===== config.mk =====
export PLATFORM = sky130hd
export DESIGN_NAME = sram_access_ctrl_flat
export DESIGN_NICKNAME = d
export VERILOG_FILES = /design/src/rtl/sram_access_ctrl_if.sv /design/src/rtl/sram_access_ctrl.sv /design/src/flat_wrapper.sv
export SDC_FILE = /design/constraint.sdc
export NUM_CORES = 1
export LEC_CHECK = 0
export ABC_CLOCK_PERIOD_IN_PS = 2100
export BUFFER_PORTS_ARGS = -buffer_cell sky130_fd_sc_hd__buf_2
export CAP_MARGIN = 10
export CORE_ASPECT_RATIO = 1.4
export CORE_MARGIN = 2
export CORE_UTILIZATION = 44
export DETAILED_ROUTE_END_ITERATION = 12
export PLACE_DENSITY = 0.82
export SYNTH_ARGS = -nofsm -noshare
export SYNTH_HDL_FRONTEND = slang
export SYNTH_SLANG_ARGS = --single-unit

===== constraint.sdc =====
create_clock -name Clk -period 2.1 [get_ports Clk]
set_clock_uncertainty 0.1 [all_clocks]
set_input_delay 0.105 -clock Clk [delete_from_list [all_inputs] [get_ports Clk]]
set_output_delay 0.105 -clock Clk [all_outputs]
set_load 0.01 [all_outputs]

===== src/rtl/sram_access_ctrl_if.sv =====
// CPU-side request/response bundle between the ISDU/Mem2IO logic and sram_access_ctrl.
// master = requester (CPU side), slave = the SRAM sequencer.
interface sram_access_ctrl_if #(
  parameter int ADDR_W = 20,
  parameter int DATA_W = 16
);

  logic              req_rd;
  logic              req_wr;
  logic [ADDR_W-1:0] addr_in;
  logic [DATA_W-1:0] wdata;
  logic [DATA_W-1:0] rdata;
  logic              ready;
  logic              busy;

  modport master (
    output req_rd, req_wr, addr_in, wdata,
    input  rdata, ready, busy
  );

  modport slave (
    input  req_rd, req_wr, addr_in, wdata,
    output rdata, ready, busy
  );

endinterface


===== src/rtl/sram_access_ctrl.sv =====
// SRAM access sequencer: turns single-cycle CPU requests into timed 1Mx16 SRAM cycles.
// Optional saturating access counter is enabled by defining SRAM_ACCESS_COUNT_EN.
module sram_access_ctrl #(
  parameter int WAIT_CYCLES = 2,
  parameter int ADDR_W      = 20,
  parameter int DATA_W      = 16
) (
  input  logic              Clk,
  input  logic              Reset,
  sram_access_ctrl_if.slave cpu,
`ifdef SRAM_ACCESS_COUNT_EN
  output logic [15:0]       access_count,
`endif
  output logic [ADDR_W-1:0] SRAM_ADDR,
  output logic [DATA_W-1:0] sram_wdata,
  output logic              sram_drive,
  input  logic [DATA_W-1:0] sram_rdata,
  output logic              Mem_CE,
  output logic              Mem_UB,
  output logic              Mem_LB,
  output logic              Mem_OE,
  output logic              Mem_WE
);

  // A zero wait setting still needs one strobe cycle for the SRAM to respond.
  localparam int WAIT_EFF = (WAIT_CYCLES < 1) ? 1 : WAIT_CYCLES;
  localparam int CNT_W    = (WAIT_EFF > 1) ? $clog2(WAIT_EFF) : 1;
  localparam logic [CNT_W-1:0] CNT_LOAD = CNT_W'(WAIT_EFF - 1);

  typedef enum logic [1:0] {
    IDLE,
    SETUP,
    ACCESS,
    DONE
  } state_t;

  state_t            state;
  state_t            next_state;
  logic              op_wr;
  logic [CNT_W-1:0]  wait_cnt;

  always_ff @(posedge Clk or negedge Reset) begin
    if (!Reset) begin
      state <= IDLE;
    end else begin
      state <= next_state;
    end
  end

  // Request capture, wait counting and read-data latch.
  always_ff @(posedge Clk or negedge Reset) begin
    if (!Reset) begin
      op_wr      <= 1'b0;
      SRAM_ADDR  <= '0;
      sram_wdata <= '0;
      wait_cnt   <= '0;
      cpu.rdata  <= '0;
    end else begin
      case (state)
        IDLE: begin
          if (cpu.req_wr) begin
            op_wr      <= 1'b1;
            SRAM_ADDR  <= cpu.addr_in;
            sram_wdata <= cpu.wdata;
          end else if (cpu.req_rd) begin
            op_wr     <= 1'b0;
            SRAM_ADDR <= cpu.addr_in;
          end
        end
        SETUP: begin
          wait_cnt <= CNT_LOAD;
        end
        ACCESS: begin
          if (wait_cnt != '0) begin
            wait_cnt <= wait_cnt - 1'b1;
          end else if (!op_wr) begin
            cpu.rdata <= sram_rdata;
          end
        end
        default: begin
        end
      endcase
    end
  end

`ifdef SRAM_ACCESS_COUNT_EN
  always_ff @(posedge Clk or negedge Reset) begin
    if (!Reset) begin
      access_count <= '0;
    end else if (state == DONE && access_count != 16'hFFFF) begin
      access_count <= access_count + 16'd1;
    end
  end
`endif

  // Strobes decode straight from state so an async reset releases them without a clock edge.
  always_comb begin
    next_state = state;
    Mem_CE     = 1'b1;
    Mem_UB     = 1'b1;
    Mem_LB     = 1'b1;
    Mem_OE     = 1'b1;
    Mem_WE     = 1'b1;
    sram_drive = 1'b0;
    cpu.ready  = 1'b0;
    cpu.busy   = (state != IDLE);

    case (state)
      IDLE: begin
        if (cpu.req_wr || cpu.req_rd) begin
          next_state = SETUP;
        end
      end
      SETUP: begin
        Mem_CE = 1'b0;
        Mem_UB = 1'b0;
        Mem_LB = 1'b0;
        if (op_wr) begin
          sram_drive = 1'b1;
        end else begin
          Mem_OE = 1'b0;
        end
        next_state = ACCESS;
      end
      ACCESS: begin
        Mem_CE = 1'b0;
        Mem_UB = 1'b0;
        Mem_LB = 1'b0;
        if (op_wr) begin
          Mem_WE     = 1'b0;
          sram_drive = 1'b1;
        end else begin
          Mem_OE = 1'b0;
        end
        if (wait_cnt == '0) begin
          next_state = DONE;
        end
      end
      DONE: begin
        Mem_CE     = 1'b0;
        Mem_UB     = 1'b0;
        Mem_LB     = 1'b0;
        sram_drive = op_wr;
        cpu.ready  = 1'b1;
        next_state = IDLE;
      end
      default: begin
        next_state = IDLE;
      end
    endcase
  end

endmodule

===== src/flat_wrapper.sv =====
// flat-port wrapper written by rule: the top's interface ports become plain ports
module sram_access_ctrl_flat 
#(
  parameter int WAIT_CYCLES = 2,
  parameter int ADDR_W      = 20,
  parameter int DATA_W      = 16
)
  (Clk, Reset, SRAM_ADDR, sram_wdata, sram_drive, sram_rdata, Mem_CE, Mem_UB, Mem_LB, Mem_OE, Mem_WE, cpu_req_rd, cpu_req_wr, cpu_addr_in, cpu_wdata, cpu_rdata, cpu_ready, cpu_busy);
  sram_access_ctrl_if #(.ADDR_W(ADDR_W), .DATA_W(DATA_W)) cpu_i ();
  input  logic Clk;
  input  logic Reset;
  output logic [ADDR_W-1:0] SRAM_ADDR;
  output logic [DATA_W-1:0] sram_wdata;
  output logic sram_drive;
  input  logic [DATA_W-1:0] sram_rdata;
  output logic Mem_CE;
  output logic Mem_UB;
  output logic Mem_LB;
  output logic Mem_OE;
  output logic Mem_WE;
  input wire logic [$bits(cpu_i.req_rd)-1:0] cpu_req_rd;
  input wire logic [$bits(cpu_i.req_wr)-1:0] cpu_req_wr;
  input wire logic [$bits(cpu_i.addr_in)-1:0] cpu_addr_in;
  input wire logic [$bits(cpu_i.wdata)-1:0] cpu_wdata;
  output wire logic [$bits(cpu_i.rdata)-1:0] cpu_rdata;
  output wire logic [$bits(cpu_i.ready)-1:0] cpu_ready;
  output wire logic [$bits(cpu_i.busy)-1:0] cpu_busy;
  assign cpu_i.req_rd = cpu_req_rd;
  assign cpu_i.req_wr = cpu_req_wr;
  assign cpu_i.addr_in = cpu_addr_in;
  assign cpu_i.wdata = cpu_wdata;
  assign cpu_rdata = cpu_i.rdata;
  assign cpu_ready = cpu_i.ready;
  assign cpu_busy = cpu_i.busy;
  sram_access_ctrl #(.WAIT_CYCLES(WAIT_CYCLES), .ADDR_W(ADDR_W), .DATA_W(DATA_W)) u_core (.Clk(Clk), .Reset(Reset), .cpu(cpu_i), .SRAM_ADDR(SRAM_ADDR), .sram_wdata(sram_wdata), .sram_drive(sram_drive), .sram_rdata(sram_rdata), .Mem_CE(Mem_CE), .Mem_UB(Mem_UB), .Mem_LB(Mem_LB), .Mem_OE(Mem_OE), .Mem_WE(Mem_WE));
endmodule

* Word-level counts from Yosys, hierarchy flattened
Index checks and enable logic that the tools add are counted.
** Word-level totals
- Flip-flop bits (word level) :: 56
- Bits of input ports :: 56
- Word-level logic and storage cells :: 41
** Operators by class
- Add/sub/neg operators :: 1
- Equality and inequality tests :: 5
- Bitwise logic cells :: 2
- Reductions and logical operators :: 11
- Muxes and demuxes :: 16
** Operator list (number)
- $mux W20 :: 2
- $mux W1 :: 9
- $pmux W2 S4 :: 1
- $reduce_and A2 Y1 :: 3
- $reduce_bool A2 Y1 :: 3
- $eq A2 B2 Y1 const B :: 2
- $mux W2 :: 2
- $pmux W1 S2 :: 2
- $reduce_and A3 Y1 :: 1
- $reduce_or A3 Y1 :: 1
- $eq A2 B1 Y1 const B :: 1
- $logic_not A2 Y1 :: 1
- $ne A2 B1 Y1 const B :: 1
- $ne A2 B2 Y1 const B :: 1
- $not A1 Y1 :: 2
- $reduce_or A2 Y1 :: 1
- $logic_or A1 B1 Y1 :: 1
- $sub A1 B1 Y1 const B :: 1

* Logic depth before layout (Yosys ltp)
- Depth in word-level cells :: 3
- Depth in mapped cells :: 6

* Worst setup path before layout
OpenSTA, ideal clock, no wires.
- Kind :: flip-flop to flip-flop
- From :: reg u_core.state[0]
- To :: reg u_core.cpu.rdata[10]
- Setup slack :: 0.348 ns
- Stages on the path, launching flop included :: 6
- Data arrival time :: 1.527 ns
- Library setup time :: 0.125 ns
- Period minus slack after synthesis :: 1.752 ns
- Data required time :: 1.875 ns
- Cells stage by stage :: dfrtp_1 -> inv_1 -> ha_1 -> nor3b_4 -> buf_8 -> mux2_2
** Between the ends
- Cells in the longest elaborated chain, start to end :: 2
** RTL lines
- from (decl) :: line sram_access_ctrl.sv:37 : state_t state;
- from (signal assigned) :: line sram_access_ctrl.sv:46 : state <= next_state;
- $eq A2 B2 Y1 :: line sram_access_ctrl.sv:59 : case (state)
- $reduce_and A3 Y1 (no source line)
- to (signal assigned) :: line sram_access_ctrl.sv:77 : cpu.rdata <= sram_rdata;
- to (decl) :: line sram_access_ctrl_if.sv:23 : output rdata, ready, busy
Every way passes these cells.
A chain may end at the register's enable or synchronous reset.

* Final worst setup path
- From :: reg u_core.state[0]
- To :: reg u_core.cpu.rdata[0]
The elaborated chain is that of the path after synthesis.

==> reports/metrics.csv <==
stage,metric,value,unit
sta,Tmin final,1.80,ns
clocking,worst skew pair latency,0.30,ns
worst_setup_path,CP startpoint kind,flip-flop,
synthesis,Mapped Cells,135,
clocking,CTS Sinks,56,
global_routing,vias in the first global route,1782,
global_routing,largest net degree at the start of global routing,57,
worst_hold_path,Hold WC Path Type,in2reg,
synthesis,Post-synth EDFFs,0,
synthesis,sequential area share after synthesis,63.9,%
synthesis,"count leader, synth",dfrtp_1,
synthesis,synth top area cells,"dfrtp_1 64%, mux2_2 27%, ha_1 2.3%, nor3b_4 0.86%, buf_2 0.68%",
power_and_ir_drop,Power Internal,3.04,mW
synthesis,Yosys top cell area share,63.9,%
final_layout,NumNets Final,367,
sta,Slew @ Worst Pin,1.08,ns
routing,final WL,5270,um
die,Die Area,5570,um2
final_layout,number of diodes,0,
global_routing,initial antenna violation count,0,
worst_setup_path,Critical Path End Type,flip-flop,
die,IO Pins,116,
die,Die W,63.7,um
clocking,CTS Buf Count,5,
power_and_ir_drop,worst vdd ir,0.592,mV
synthesis,number of synthesized register bits,56,
sta,period utilization,85.5,%
run,# Max-Cap Violations,0,
final_layout,layout cells sized above 1,59.1,%
synthesis,cell taking the most area after synthesis,dfrtp_1,
worst_setup_path,Crit Path Category,reg2reg,
worst_setup_path,worst-path maximum fanout,16,
routing,ANT nets after route,0,
synthesis,Post-Synth Simple-Gate Area,2.45,%
routing,iteration-0 DRC count of the detailed router,72,
synthesis,YS warnings,0,
worst_setup_path,Worst Path Arrival,1.89,ns
final_layout,post-layout instance area,3460,um2
place,DPL Wire Length,3320,um
routing,total vias in the final route,1712,
synthesis,post-synthesis mux area share,27.7,%
synthesis,Synth Area in Adders,2.28,%
synthesis,largest family of logic cells by synthesized area,multiplexers,
routing,WL per Instance,14.2,um
sta,final setup violation count,0,
worst_setup_path,worst path required time,2.20,ns
power_and_ir_drop,sw frac,34.6,%
synthesis,Synth top cells by count,"56 x dfrtp_1, 53 x mux2_2, 4 x ha_1, 4 x inv_1, 4 x nand2_1",
place,Placer Congestion,0.738,
power_and_ir_drop,LEAKAGE,1.71,nW
synthesis,synthesized area per cell,16.2,um2
synthesis,syn nets,195,
sta,unrepaired setup endpoints after global routing,false,
synthesis,ys flop type,dfrtp_1,
worst_hold_path,Hold Path Depth,4,
place,placed cell areas,2830,um2
clocking,clk buf depth,2,
synthesis,Synth Area in XOR/XNOR,0,%
run_status,run status,"complete, no violations",
sta,fmax,0.557,GHz
routing,drt via density,4.60,
clocking,root buffer cell,clkbuf_8,
sta,worst relative slew slack,28.0,%
power_and_ir_drop,NetSw,1.61,mW
die,placeable core region,4840,um2
clocking,CTS H-Tree Depth,2,
die,DIE HEIGHT,87.5,um
synthesis,Post-synth ARST share,100,%
synthesis,Post-Synthesis Cell Area,2190,um2
place,I/O Buffers,115,
die,Initial Util,45.3,%
clocking,Worst-path clk slew,0.10,ns
die,row count,30,
power_and_ir_drop,PD cells,1350,nW/um2
sta,Final Hold Viols,0,
sta,fin. max-slew vios,0,
clocking,"Setup Fix Bufs, Post-CTS",0,
worst_setup_path,reg2reg path depth,5,
global_routing,GRT Resource Usage Total,19.5,%
power_and_ir_drop,Sequential Power Share,41.4,%
routing,Pre-antenna DRT Iters,4,
clocking,CTS tree,done,
synthesis,Yosys cell types,16,
synthesis,compound-gate portion of the synthesized area,0.970,%
global_routing,first-pass GRT wire length,8290,um
power_and_ir_drop,Clk pwr share,13.1,%
final_layout,Area Overhead vs Synth,57.7,%
global_routing,total gr overflow,0,
power_and_ir_drop,Comb pwr share,45.5,%
sta,setup TNS,0,ns
routing,drt drc,0,
final_layout,Final Util,71.4,%
## power groups by stage
stage | combinational [mW] | clock (mW) | sequential (mW)
4_1_cts | 2.12 | 0.633 | 1.91
6_report | 2.12 | 0.612 | 1.93
2_1_floorplan | 0.997 | 0 | 2.17
3_5_place_dp | 2.04 | 0 | 1.93
5_1_grt | 2.29 | 0.676 | 2.00
3_3_place_gp | 1.98 | 0 | 1.90
## worst max-delay path, cell delays in order, from the launching register on
cell and delay [ns]:
dfrtp_1 0.41, inv_1 0.11, ha_1 0.25, nor3b_4 0.20, buf_4 0.25, mux2_2 0.37
## placed cells by master (no fill, tap or decap)
cell,synthesis,final
nor3b_4,1,1
clkinvlp_4,0,2
dfrtp_1,56,56
nand2_1,4,4
inv_1,4,4
buf_2,3,115
buf_4,2,3
nor3b_1,1,1
o32a_2,1,1
clkbuf_8,0,6
nand2b_1,1,1
nor2b_1,1,1
mux2i_1,1,1
a21oi_1,1,1
ha_1,4,4
mux2_2,53,53
o21ai_2,0,1
dlygate4sd3_1,0,53
## metal layers
metal | part of all wire (%) | up-vias | global-route usage [%]
met5 | 0 | - | 0
met4 | 2.4 | 0 | 8.89
met3 | 6.1 | 11 | 3.86
met2 | 54 | 81 | 37.3
met1 | 38 | 811 | 20.3
li1 | - | 809 | -
## cell type report
class / count / area [um2]
clock buffers: 6 / 82.6
clock inverters: 2 / 15.0
inverters: 4 / 15.0
repair buffers: 171 / 1130
flip-flops and latches: 56 / 1400
fillers: 322 / 1380
well taps: 64 / 80.1
multi-input cells: 69 / 736
## state kept, by name, summed over array words and instances, names as in the netlist
name / cells
u_core.SRAM_ADDR: 20
u_core.state: 2
u_core.op_wr: 1
u_core.wait_cnt: 1
u_core.sram_wdata: 16
u_core.cpu.rdata: 16
## worst paths after layout
kind / slack, ns / startpoint / end
hold / removal: 0.19 / cpu_req_wr / u_core.op_wr
setup reg to reg: 0.30 / u_core.state[0] / u_core.cpu.rdata[0]
setup / recovery: 0.30 / u_core.state[0] / u_core.cpu.rdata[0]
max in group asynchronous: 1.09 / Reset / u_core.SRAM_ADDR[6]
min in group asynchronous: 0.35 / Reset / u_core.cpu.rdata[15]
hold reg to reg: 0.41 / u_core.sram_wdata[11] / u_core.sram_wdata[11]
## cell families (layout without fill, tap and decap cells)
family,count (synthesis),in the layout
AOI/OAI and AO/OA,3,3
adders and majority gates,4,4
buffers and inverters,10,183
DFF,56,56
muxes,54,54
and+or+nand+nor,8,8
## timing repair
action,in CTS,in global routing
hold buffers,53,0
resized for setup,0,0
endpoints found under the hold margin,108,0
## metrics by stage
| step | worst slack (ns) | std cells | hold slack (ns) | power, mW |
|---|---|---|---|---|
| 2_1_floorplan | 0.348 | 135 | -0.291 | 3.17 |
| 4_1_cts | 0.294 | 372 | 0.170 | 4.67 |
| 3_3_place_gp | 0.360 | 311 | 0.175 | 3.89 |
| 5_1_grt | 0.198 | 372 | 0.199 | 4.96 |
| 3_5_place_dp | 0.315 | 311 | 0.182 | 3.98 |
| 6_report | 0.304 | 372 | 0.188 | 4.66 |
(Power assumes the default switching activity.)
